===== config.mk =====
export PLATFORM = sky130hd
export DESIGN_NAME = snax_alu_job_ctrl
export DESIGN_NICKNAME = d
export VERILOG_FILES = /design/src/rtl/snax_alu_job_ctrl.sv
export SDC_FILE = /design/constraint.sdc
export NUM_CORES = 1
export LEC_CHECK = 0
export CORE_MARGIN = 1.5
export CORE_UTILIZATION = 38
export DETAILED_ROUTE_END_ITERATION = 10
export GPL_ROUTABILITY_DRIVEN = 0
export SYNTH_ARGS = -nofsm -noshare
export SYNTH_HDL_FRONTEND = slang
export SYNTH_SLANG_ARGS = --single-unit

===== constraint.sdc =====
create_clock -name clk_i -period 8.5 [get_ports clk_i]
set_input_delay 0.85 -clock clk_i [delete_from_list [all_inputs] [get_ports clk_i]]
set_output_delay 0.85 -clock clk_i [all_outputs]
set_load 0.01 [all_outputs]

===== src/rtl/snax_alu_job_ctrl.sv =====
// Job sequencer in front of the SNAX ALU PE array: latches a job from the CSRs,
// admits exactly `len` operand beats, counts results and reports status/cycles.
module snax_alu_job_ctrl #(
  parameter int unsigned RegRWCount   = 3,
  parameter int unsigned RegROCount   = 2,
  parameter int unsigned RegDataWidth = 32
) (
  input  logic                    clk_i,
  input  logic                    rst_ni,
  input  logic [RegDataWidth-1:0] csr_reg_set_i [RegRWCount],
  input  logic                    csr_reg_set_valid_i,
  output logic                    csr_reg_set_ready_o,
  output logic [RegDataWidth-1:0] csr_reg_ro_set_o [RegROCount],
  input  logic                    in_valid_i,
  output logic                    in_ready_o,
  output logic                    pe_valid_o,
  input  logic                    pe_ready_i,
  input  logic                    out_valid_i,
  input  logic                    out_ready_i,
  output logic [1:0]              alu_config_o
);

  localparam logic [RegDataWidth-1:0] CntOne = RegDataWidth'(1);

  typedef enum logic [1:0] {
    Idle  = 2'd0,
    Run   = 2'd1,
    Drain = 2'd2
  } state_e;

  state_e                  state_q, state_d;
  logic [1:0]              mode_q, mode_d;
  logic [RegDataWidth-1:0] len_q, len_d;
  logic [RegDataWidth-1:0] in_cnt_q, in_cnt_d;
  logic [RegDataWidth-1:0] out_cnt_q, out_cnt_d;
  logic [RegDataWidth-1:0] cyc_cnt_q, cyc_cnt_d;
  logic [15:0]             job_cnt_q, job_cnt_d;
  logic                    done_q, done_d;

  logic gate, in_fire, out_fire, csr_fire, busy;
  logic [RegDataWidth-1:0] status;

  // The operand path is purely combinational so a beat can fire the cycle after start.
  assign busy                = (state_q != Idle);
  assign gate                = (state_q == Run) && (in_cnt_q < len_q);
  assign in_ready_o          = gate && pe_ready_i;
  assign pe_valid_o          = gate && in_valid_i;
  assign in_fire             = in_valid_i && in_ready_o;
  assign out_fire            = busy && out_valid_i && out_ready_i;
  assign csr_reg_set_ready_o = (state_q == Idle);
  assign csr_fire            = csr_reg_set_valid_i && csr_reg_set_ready_o;
  assign alu_config_o        = mode_q;

  always_comb begin
    // NOTE: every variable gets a default first so no path leaves it unassigned (no latches).
    state_d   = state_q;
    mode_d    = mode_q;
    len_d     = len_q;
    in_cnt_d  = in_cnt_q;
    out_cnt_d = out_cnt_q;
    cyc_cnt_d = cyc_cnt_q;
    job_cnt_d = job_cnt_q;
    done_d    = done_q;

    unique case (state_q)
      Idle: begin
        if (csr_fire) begin
          mode_d = csr_reg_set_i[0][1:0];
          len_d  = csr_reg_set_i[1];
          if (csr_reg_set_i[2][0]) begin
            cyc_cnt_d = '0;
            if (csr_reg_set_i[1] != '0) begin
              in_cnt_d  = '0;
              out_cnt_d = '0;
              done_d    = 1'b0;
              state_d   = Run;
            end else begin
              // An empty job completes on the spot without leaving Idle.
              done_d    = 1'b1;
              job_cnt_d = job_cnt_q + 16'd1;
            end
          end
        end
      end
      Run, Drain: begin
        if (cyc_cnt_q != '1) cyc_cnt_d = cyc_cnt_q + CntOne;
        if (in_fire) begin
          in_cnt_d = in_cnt_q + CntOne;
          if (in_cnt_d == len_q) state_d = Drain;
        end
        // Completion wins over the Run->Drain move when last-in and last-out coincide.
        if (out_fire) begin
          out_cnt_d = out_cnt_q + CntOne;
          if (out_cnt_d == len_q) begin
            state_d   = Idle;
            done_d    = 1'b1;
            job_cnt_d = job_cnt_q + 16'd1;
          end
        end
      end
      default: state_d = Idle;
    endcase
  end

  // NOTE: sequential state uses non-blocking assignments so all flops update together.
  always_ff @(posedge clk_i or negedge rst_ni) begin
    if (!rst_ni) begin
      state_q   <= Idle;
      mode_q    <= '0;
      len_q     <= '0;
      in_cnt_q  <= '0;
      out_cnt_q <= '0;
      cyc_cnt_q <= '0;
      job_cnt_q <= '0;
      done_q    <= 1'b0;
    end else begin
      state_q   <= state_d;
      mode_q    <= mode_d;
      len_q     <= len_d;
      in_cnt_q  <= in_cnt_d;
      out_cnt_q <= out_cnt_d;
      cyc_cnt_q <= cyc_cnt_d;
      job_cnt_q <= job_cnt_d;
      done_q    <= done_d;
    end
  end

  always_comb begin
    status                         = '0;
    status[0]                      = busy;
    status[1]                      = done_q;
    status[RegDataWidth-1 -: 16]   = job_cnt_q;
    for (int i = 0; i < int'(RegROCount); i++) csr_reg_ro_set_o[i] = '0;
    csr_reg_ro_set_o[0] = status;
    csr_reg_ro_set_o[1] = cyc_cnt_q;
  end

  logic unused_csr_bits;
  assign unused_csr_bits = ^{csr_reg_set_i[0][RegDataWidth-1:2], csr_reg_set_i[2][RegDataWidth-1:1]};

endmodule

# Word-level counts from Yosys, hierarchy flattened
# Index checks and enable logic that the tools add are counted.
[word_totals]
inputBits = 103
reg_bits = 149
wordCells = 76
out_inout_bits = 69
[classes]
reduce_logical = 19
eq_ne = 13
add_sub_neg = 4
muxes = 31
n_lt_le_gt_ge = 1
[ops]
columns = ["op", "count"]
rows = [
  ["32-bit 2-to-1 mux", 8],
  ["32-bit case mux with 2 select lines", 3],
  ["32-bit by 1-bit adder with 32-bit output, second input constant", 3],
  ["16-bit 2-to-1 mux", 5],
  ["32-bit == test", 2],
  ["32-bit < comparator", 1],
  ["32-bit inequality test, second input constant", 1],
  ["16-bit case mux with 2 select lines", 1],
  ["32-bit nonzero test", 1],
  ["16-bit by 1-bit adder with 16-bit output, second input constant", 1],
  ["5-bit AND reduction", 3],
  ["2-bit 2-to-1 mux", 7],
  ["2-bit inequality test, second input constant", 6],
  ["1-bit logical AND", 7],
  ["6-bit AND reduction", 1],
  ["1-bit 2-to-1 mux", 5],
  ["2-bit by 1-bit inequality test with 1-bit output, second input constant", 2],
  ["2-bit case mux with 2 select lines", 1],
  ["4-bit AND reduction", 1],
  ["2-bit nonzero test", 2],
  ["3-bit AND reduction", 1],
  ["2-bit by 1-bit == test with 1-bit output, second input constant", 1],
  ["2-bit == test, second input constant", 1],
  ["2-bit logical NOT", 1],
  ["other kinds (3)", 3],
]

# Longest topological paths before layout
[depth]
depth_word = 8
mapped_depth = 13
mapped_depth_nobuf = 10

# Least setup slack after synthesis
# Ideal clock, no wire load.
[synth_path]
kind = "reg-to-output"
start = "reg len_q[11]"
end = "out in_ready_o"
path_stages_with_launch = 11
t_required_ns = 7.650
slack_ns = 5.298
n_path_buf = 1
arrival_time_ns = 2.352
cell_sequence = "dfrtp_1 > clkbuf_1 > inv_1 > ha_1 > and3_1 > a221oi_1 > nand2_1 > o31a_1 > o41ai_1 > nand3_1 > inv_1"
[synth_via]
elab_chain_len = 3
[synth_lines]
columns = ["element", "line_no", "text"]
rows = [
  ["from (decl)", "33", "logic [RegDataWidth-1:0] len_q, len_d;"],
  ["from (signal assigned)", "119", "len_q <= len_d;"],
  ["32-bit < comparator", "45", "assign gate = (state_q == Run) && (in_cnt_q < len_q);"],
  ["1-bit logical AND", "45", ""],
  ["1-bit logical AND", "46", "assign in_ready_o = gate && pe_ready_i;"],
  ["to (decl)", "15", "output logic in_ready_o,"],
]
# No other way between the ends.

# Worst setup path in the final report
# Ends and elaborated chain as after synthesis.

==> impl_metrics.yaml <==
clock_network:
  ctsHoldBuffers: 0
  clkTransAtPathRegs_ns: 0.06
  clock_path_buffers: 2
  cts_resized: 0
  cts_max_level: 4
  root_buffer: "clkbuf_16"
  clock_latency_ns: 0.43
  postCtsSetupBuffers: 0
  cts_tree: "built"
  cts_inserted_buffers: 17
  numClockSinks: 149
synth:
  syn_avg_cell_area_um2: 8.82
  synthTopCellsByArea: "dfrtp_1 (35%), xnor2_1 (6.3%), ha_1 (4.5%)"
  ys_async_sr_fraction: 1.00
  ys.flop_type: "dfrtp_1"
  synth.distinct_cells: 80
  yosysSeqAreaShare: 0.346
  ys_ff_latch: 149
  synth_edf_count: 0
  syn_area_mm2: 0.0108
  synthCells: 1221
  synth.most_common_cell: "dfrtp_1"
  yosysTopAreaCell: "dfrtp_1"
  synth_warnings: 0
  synth_common_cells: "dfrtp_1 (149), nand2_1 (121), xnor2_1 (78)"
  synth_top_area_share: 0.346
timing:
  rsz0062_at_grt: "false"
  fin_tns_setup_ns: 0
  period_share: 0.577
  max-slew-margin-rel: 0.247
  skew_ns: 0.0136
  tightest_slew_ns: 1.11
  slew_violations: 0
  layout_min_cycle_time_ns: 4.90
  setup_violations: 0
  timing.fmax_mhz: 204
  whs_ns: 0.476
  hold_viol: 0
routing:
  routed_wl_um: 29800
  drt-initial-drc-count: 657
  ant_nets: 0
  firstDrtPassIters: 5
  dr_total_vias: 9257
  route.detailed.drc: 0
  vias_per_cell: 5.61
  wl_per_cell_um: 18.1
worst_setup_path:
  crit_fanout: 7
  cp.required_ns: 7.65
  path_cells: "inv_1, ha_1, and3_1, a221oi_1, nand2_1, o31a_1, o41ai_1, nand3_1, inv_1, clkdlybuf4s50_1"
  arrival_ns: 4.05
  reg2regPathDepth: 10
  crit_type: "flop to output port"
  cp_slowest_cell: "o41ai_1"
  worst_path_most_repeated_cell: "inv_1"
  crit_path_max_incr_delay_ns: 0.72
  startpoint_type: "flop"
  crit_path_end_kind: "output port"
final_layout:
  drive_above_1_share: 0.0928
  syn2layout_area_growth_pct: 15.9
  diodes: 0
  final_core_util: 0.448
  nets: 1400
pwr:
  comb_power_share: 0.097
  power.switching_mw: 0.452
  power_density_mw_per_mm2: 140
  intPower_mw: 1.29
  leakagePower_nw: 4.69
  power_frac_seq: 0.425
  max-vdd-ir-drop_mv: 0.131
  power_frac_clock: 0.478
  swShare: 0.259
  power_mw: 1.75
global_routing:
  overflow: 0
  grt_pass1_wl_um: 47900
  grt_usage: 0.209
  antenna_found_initial: 0
  grt_max_degree: 86
  grt_pass1_vias: 8693
floorplanning:
  dieHeight_um: 171
  start_util: 0.387
  coreArea_mm2: 0.0279
  dieArea_mm2: 0.0294
  ios: 172
  rows: 61
  die_x_um: 171
run_status:
  status: "complete, no violations"
job:
  drv_cap: 0
worst_hold_path:
  hold_path.class: "primary input to asynchronous set/reset pin"
placement:
  dp.final_hpwl_um: 20900
  portBuffers: 96
-- sequential cells by signal (all words and copies together), names as in the netlist --
name          cells
len_q            32
in_cnt_q         32
job_cnt_q        16
alu_config_o      2
cyc_cnt_q        32
done_q            1
out_cnt_q        32
state_q           2
-- kinds of logic (layout without fill, tap and decap cells) --
| group | Yosys count | in the layout | synth area share |
|---|---|---|---|
| AOI/OAI and AO/OA | 252 | 252 | 0.165 |
| xor gates and xnor gates | 122 | 122 | 0.0992 |
| adders and majority gates | 40 | 40 | 0.0462 |
| buffers and inverters | 155 | 192 | 0.0654 |
| DFF | 149 | 149 | 0.346 |
| muxes | 48 | 48 | 0.0492 |
| other | 1 | 14 | 0.000348 |
| and+or+nand+nor | 454 | 454 | 0.228 |
-- cells in the final DEF (no fill, tap or decap), types with 7 or more instances in the layout --
cell,instances
clkdlybuf4s50_1,95
o221ai_1,14
ha_1,38
inv_1,56
a21oi_1,48
mux2i_1,8
a211oi_2,8
nor4_1,21
nand3_1,52
o21ai_0,70
nor3_1,51
nor2_1,59
and3_1,13
and2_1,7
a2111oi_2,8
or4_1,9
a22o_1,17
xor2_1,44
xnor2_1,78
conb_1,14
buf_4,8
o31ai_1,20
nand3b_1,12
nand4_1,41
or3_1,9
a31oi_1,9
clkbuf_16,17
dfrtp_1,149
a21o_1,9
nand2b_1,11
mux2_2,39
nand2_1,121
and4_1,10
-- through the flow --
| step | setup slack (ns) | cell area, µm² | cells |
|---|---|---|---|
| 4_1_cts | 3.64 | 12500 | 1649 |
| 2_1_floorplan | 5.30 | 10800 | 1234 |
| 5_1_grt | 3.43 | 12500 | 1649 |
| 6_report | 3.60 | 12500 | 1649 |
| 3_3_place_gp | 3.97 | 11900 | 1617 |
| 3_5_place_dp | 3.92 | 11900 | 1617 |
-- per-layer routing --
metal | routed length [µm] | GRT usage | share of wire
met1 | 14200 | 0.294 | 0.48
met2 | 13400 | 0.321 | 0.45
met3 | 1560 | 0.0412 | 0.052
met4 | 624 | 0.0686 | 0.021
met5 | 0 | 0 | 0
-- critical path, delay by kind of cell, from the launching register on --
family | cells | cell delay, ns
DFF | 1 | 0.57
adders and majority gates | 1 | 0.32
buffers and inverters | 3 | 0.79
AOI/OAI and AO/OA | 3 | 1.30
and+or+nand+nor | 3 | 0.65
-- final timing paths --
| path | startpoint | to | slack, ns |
|---|---|---|---|
| setup / recovery | len_q[11] | in_ready_o | 3.60 |
| hold / removal | rst_ni | len_q[14] | 0.48 |
| setup reg to reg | len_q[11] | in_cnt_q[23] | 4.11 |
| hold reg to reg | job_cnt_q[15] | job_cnt_q[15] | 0.48 |
| max in group asynchronous | rst_ni | in_cnt_q[6] | 6.58 |
| min in group clk_i | job_cnt_q[15] | job_cnt_q[15] | 0.48 |
-- power groups by stage --
stage / Clock (mW) / Sequential (mW) / Combinational, mW
final: 0.834 / 0.743 / 0.169
after global routing: 0.880 / 0.746 / 0.190
after CTS: 0.851 / 0.742 / 0.172
after detailed placement: 0 / 0.755 / 0.170
after global placement: 0 / 0.755 / 0.169
after floorplan: 0 / 0.738 / 0.134
-- final cells by class --
class	count	area, µm²
clock buffer	19	443
tap	378	473
multi-input combinational	930	6420
timing repair buffer	104	1020
inverter	56	210
clock inverter	13	196
sequential	149	3730
fill	2784	15400
Power figures use the tool's default switching activity.
==> patch: new RTL, config.mk and constraints unchanged <==
The parameter `RegDataWidth` goes from 32 to 48.
--- a/src/rtl/snax_alu_job_ctrl.sv
+++ b/src/rtl/snax_alu_job_ctrl.sv
@@ -4,5 +4,5 @@
   parameter int unsigned RegRWCount   = 3,
   parameter int unsigned RegROCount   = 2,
-  parameter int unsigned RegDataWidth = 32
+  parameter int unsigned RegDataWidth = 48
 ) (
   input  logic                    clk_i,
Ports: changed (resized csr_reg_ro_set_o and csr_reg_set_i); port bits go from 172 to 252. The function was not compared with the original's and may differ.
==> patch against the original RTL <==
Area after synthesis rose by 44%. Wire length rose by 53%. Sequential share of layout area fell by 0.082 points. Total power rose to 2.5 times the old value. Cell area rose by 43%. Sequential cell count rose by 64. Worst setup slack got worse by 0.042 ns.
==> patch: results (changes against the original RTL) <==
[run_status]
status = complete, no violations

[yosys]
synth_area_leaders = dfrtp_1, xnor2_1, a22o_1
synthAdderAreaFrac_pct = 4.45  ; -0.18 points
seq_area_frac_synth_pct = 34.4  ; -0.17 points
synthXorXnorAreaFrac_pct = 9.68  ; -0.24 points
synth.top_cells.by_count = dfrtp_1, nand2_1, xnor2_1, a22o_1, nand3_1
synthCells = 1753  ; +44%

[worst_setup_path]
slowest_delay_ns = 0.57  ; -0.15 ns
path_delay_family = simple AND/OR/NAND/NOR gates
arrival_ns = 4.09  ; +0.04 ns

[placement]
placed_cell_area_sq_um = 16900  ; +43%
dp_cells = 2298  ; +42%
pre_cts_ws_ns = 2.98  ; -0.944 ns
io_buffers = 128  ; +33%

[routing]
first_pass_iters = 7  ; +2
routed_wl_um = 45700  ; +53%
drt_iter0_markers = 961  ; +46%
wl_met3_um = 2880  ; +84%
met2_length_um = 20800  ; +56%

[finish]
drive_gt1_share_pct = 8.33  ; -0.95 points
signal_buffers = 144  ; +38%
fillCellCount = 3876  ; +39%
clkbuf_count = 36  ; +17
comb.multi_input.count = 1340  ; +44%
fin_cells = 2349  ; +42%
final_nets = 2009  ; +44%
seq_share_pct = 29.8  ; -0.082 points
nonClkBufAreaFrac_pct = 7.85  ; -0.33 points

[grt]
grt_use_met1_pct = 29.2  ; -0.13 points
grt.total_usage_pct = 21.7  ; +0.81 points
grt_use_met2_pct = 35.1  ; +2.9 points
grt_pass1_vias = 12826  ; +48%

[power_and_ir_drop]
total_leakage_power_nw = 7.53  ; +61%
powerSeq_mw = 1.56  ; +110%
peakVddDrop_mv = 0.154  ; +17%
p_switching_mw = 1.78  ; +290%
clockPowerShare_pct = 28.0  ; -20 points

[clock_network]
clkSinkCount = 213  ; +43%
ctsHtreeMaxLevel = 1  ; -3
cts_max_path_buffers = 3  ; +1
cts-buffers-inserted = 28  ; +11

[floorplan]
dieArea_sq_um = 41900  ; +43%

patch: worst paths after layout:
kind	start	slack [ns]	cells after the start	to
min in group clk_i	job_cnt_q[15]$_DFFE_PN0P_	0.48	1	job_cnt_q[15]$_DFFE_PN0P_
worst max-delay path	len_q[42]$_DFFE_PN0P_	3.56	10	in_ready_o
max in group asynchronous	rst_ni	6.85	2	out_cnt_q[39]$_DFFE_PN0P_
worst min-delay path	rst_ni	0.30	1	in_cnt_q[5]$_DFFE_PN0P_
worst min register to register	job_cnt_q[15]$_DFFE_PN0P_	0.48	1	job_cnt_q[15]$_DFFE_PN0P_
worst max register to register	len_q[42]$_DFFE_PN0P_	3.99	12	in_cnt_q[41]$_DFFE_PN0P_
patch: logic make-up (layout without fill, tap and decap cells):
kind of cell / after synthesis / after routing
compound gates: 377 / 377
mux: 68 / 68
flops: 213 / 213
buf+inv: 229 / 271
simple gates: 639 / 639
other cells: 1 / 30
fa+ha+maj: 55 / 55
xor+xnor: 171 / 171
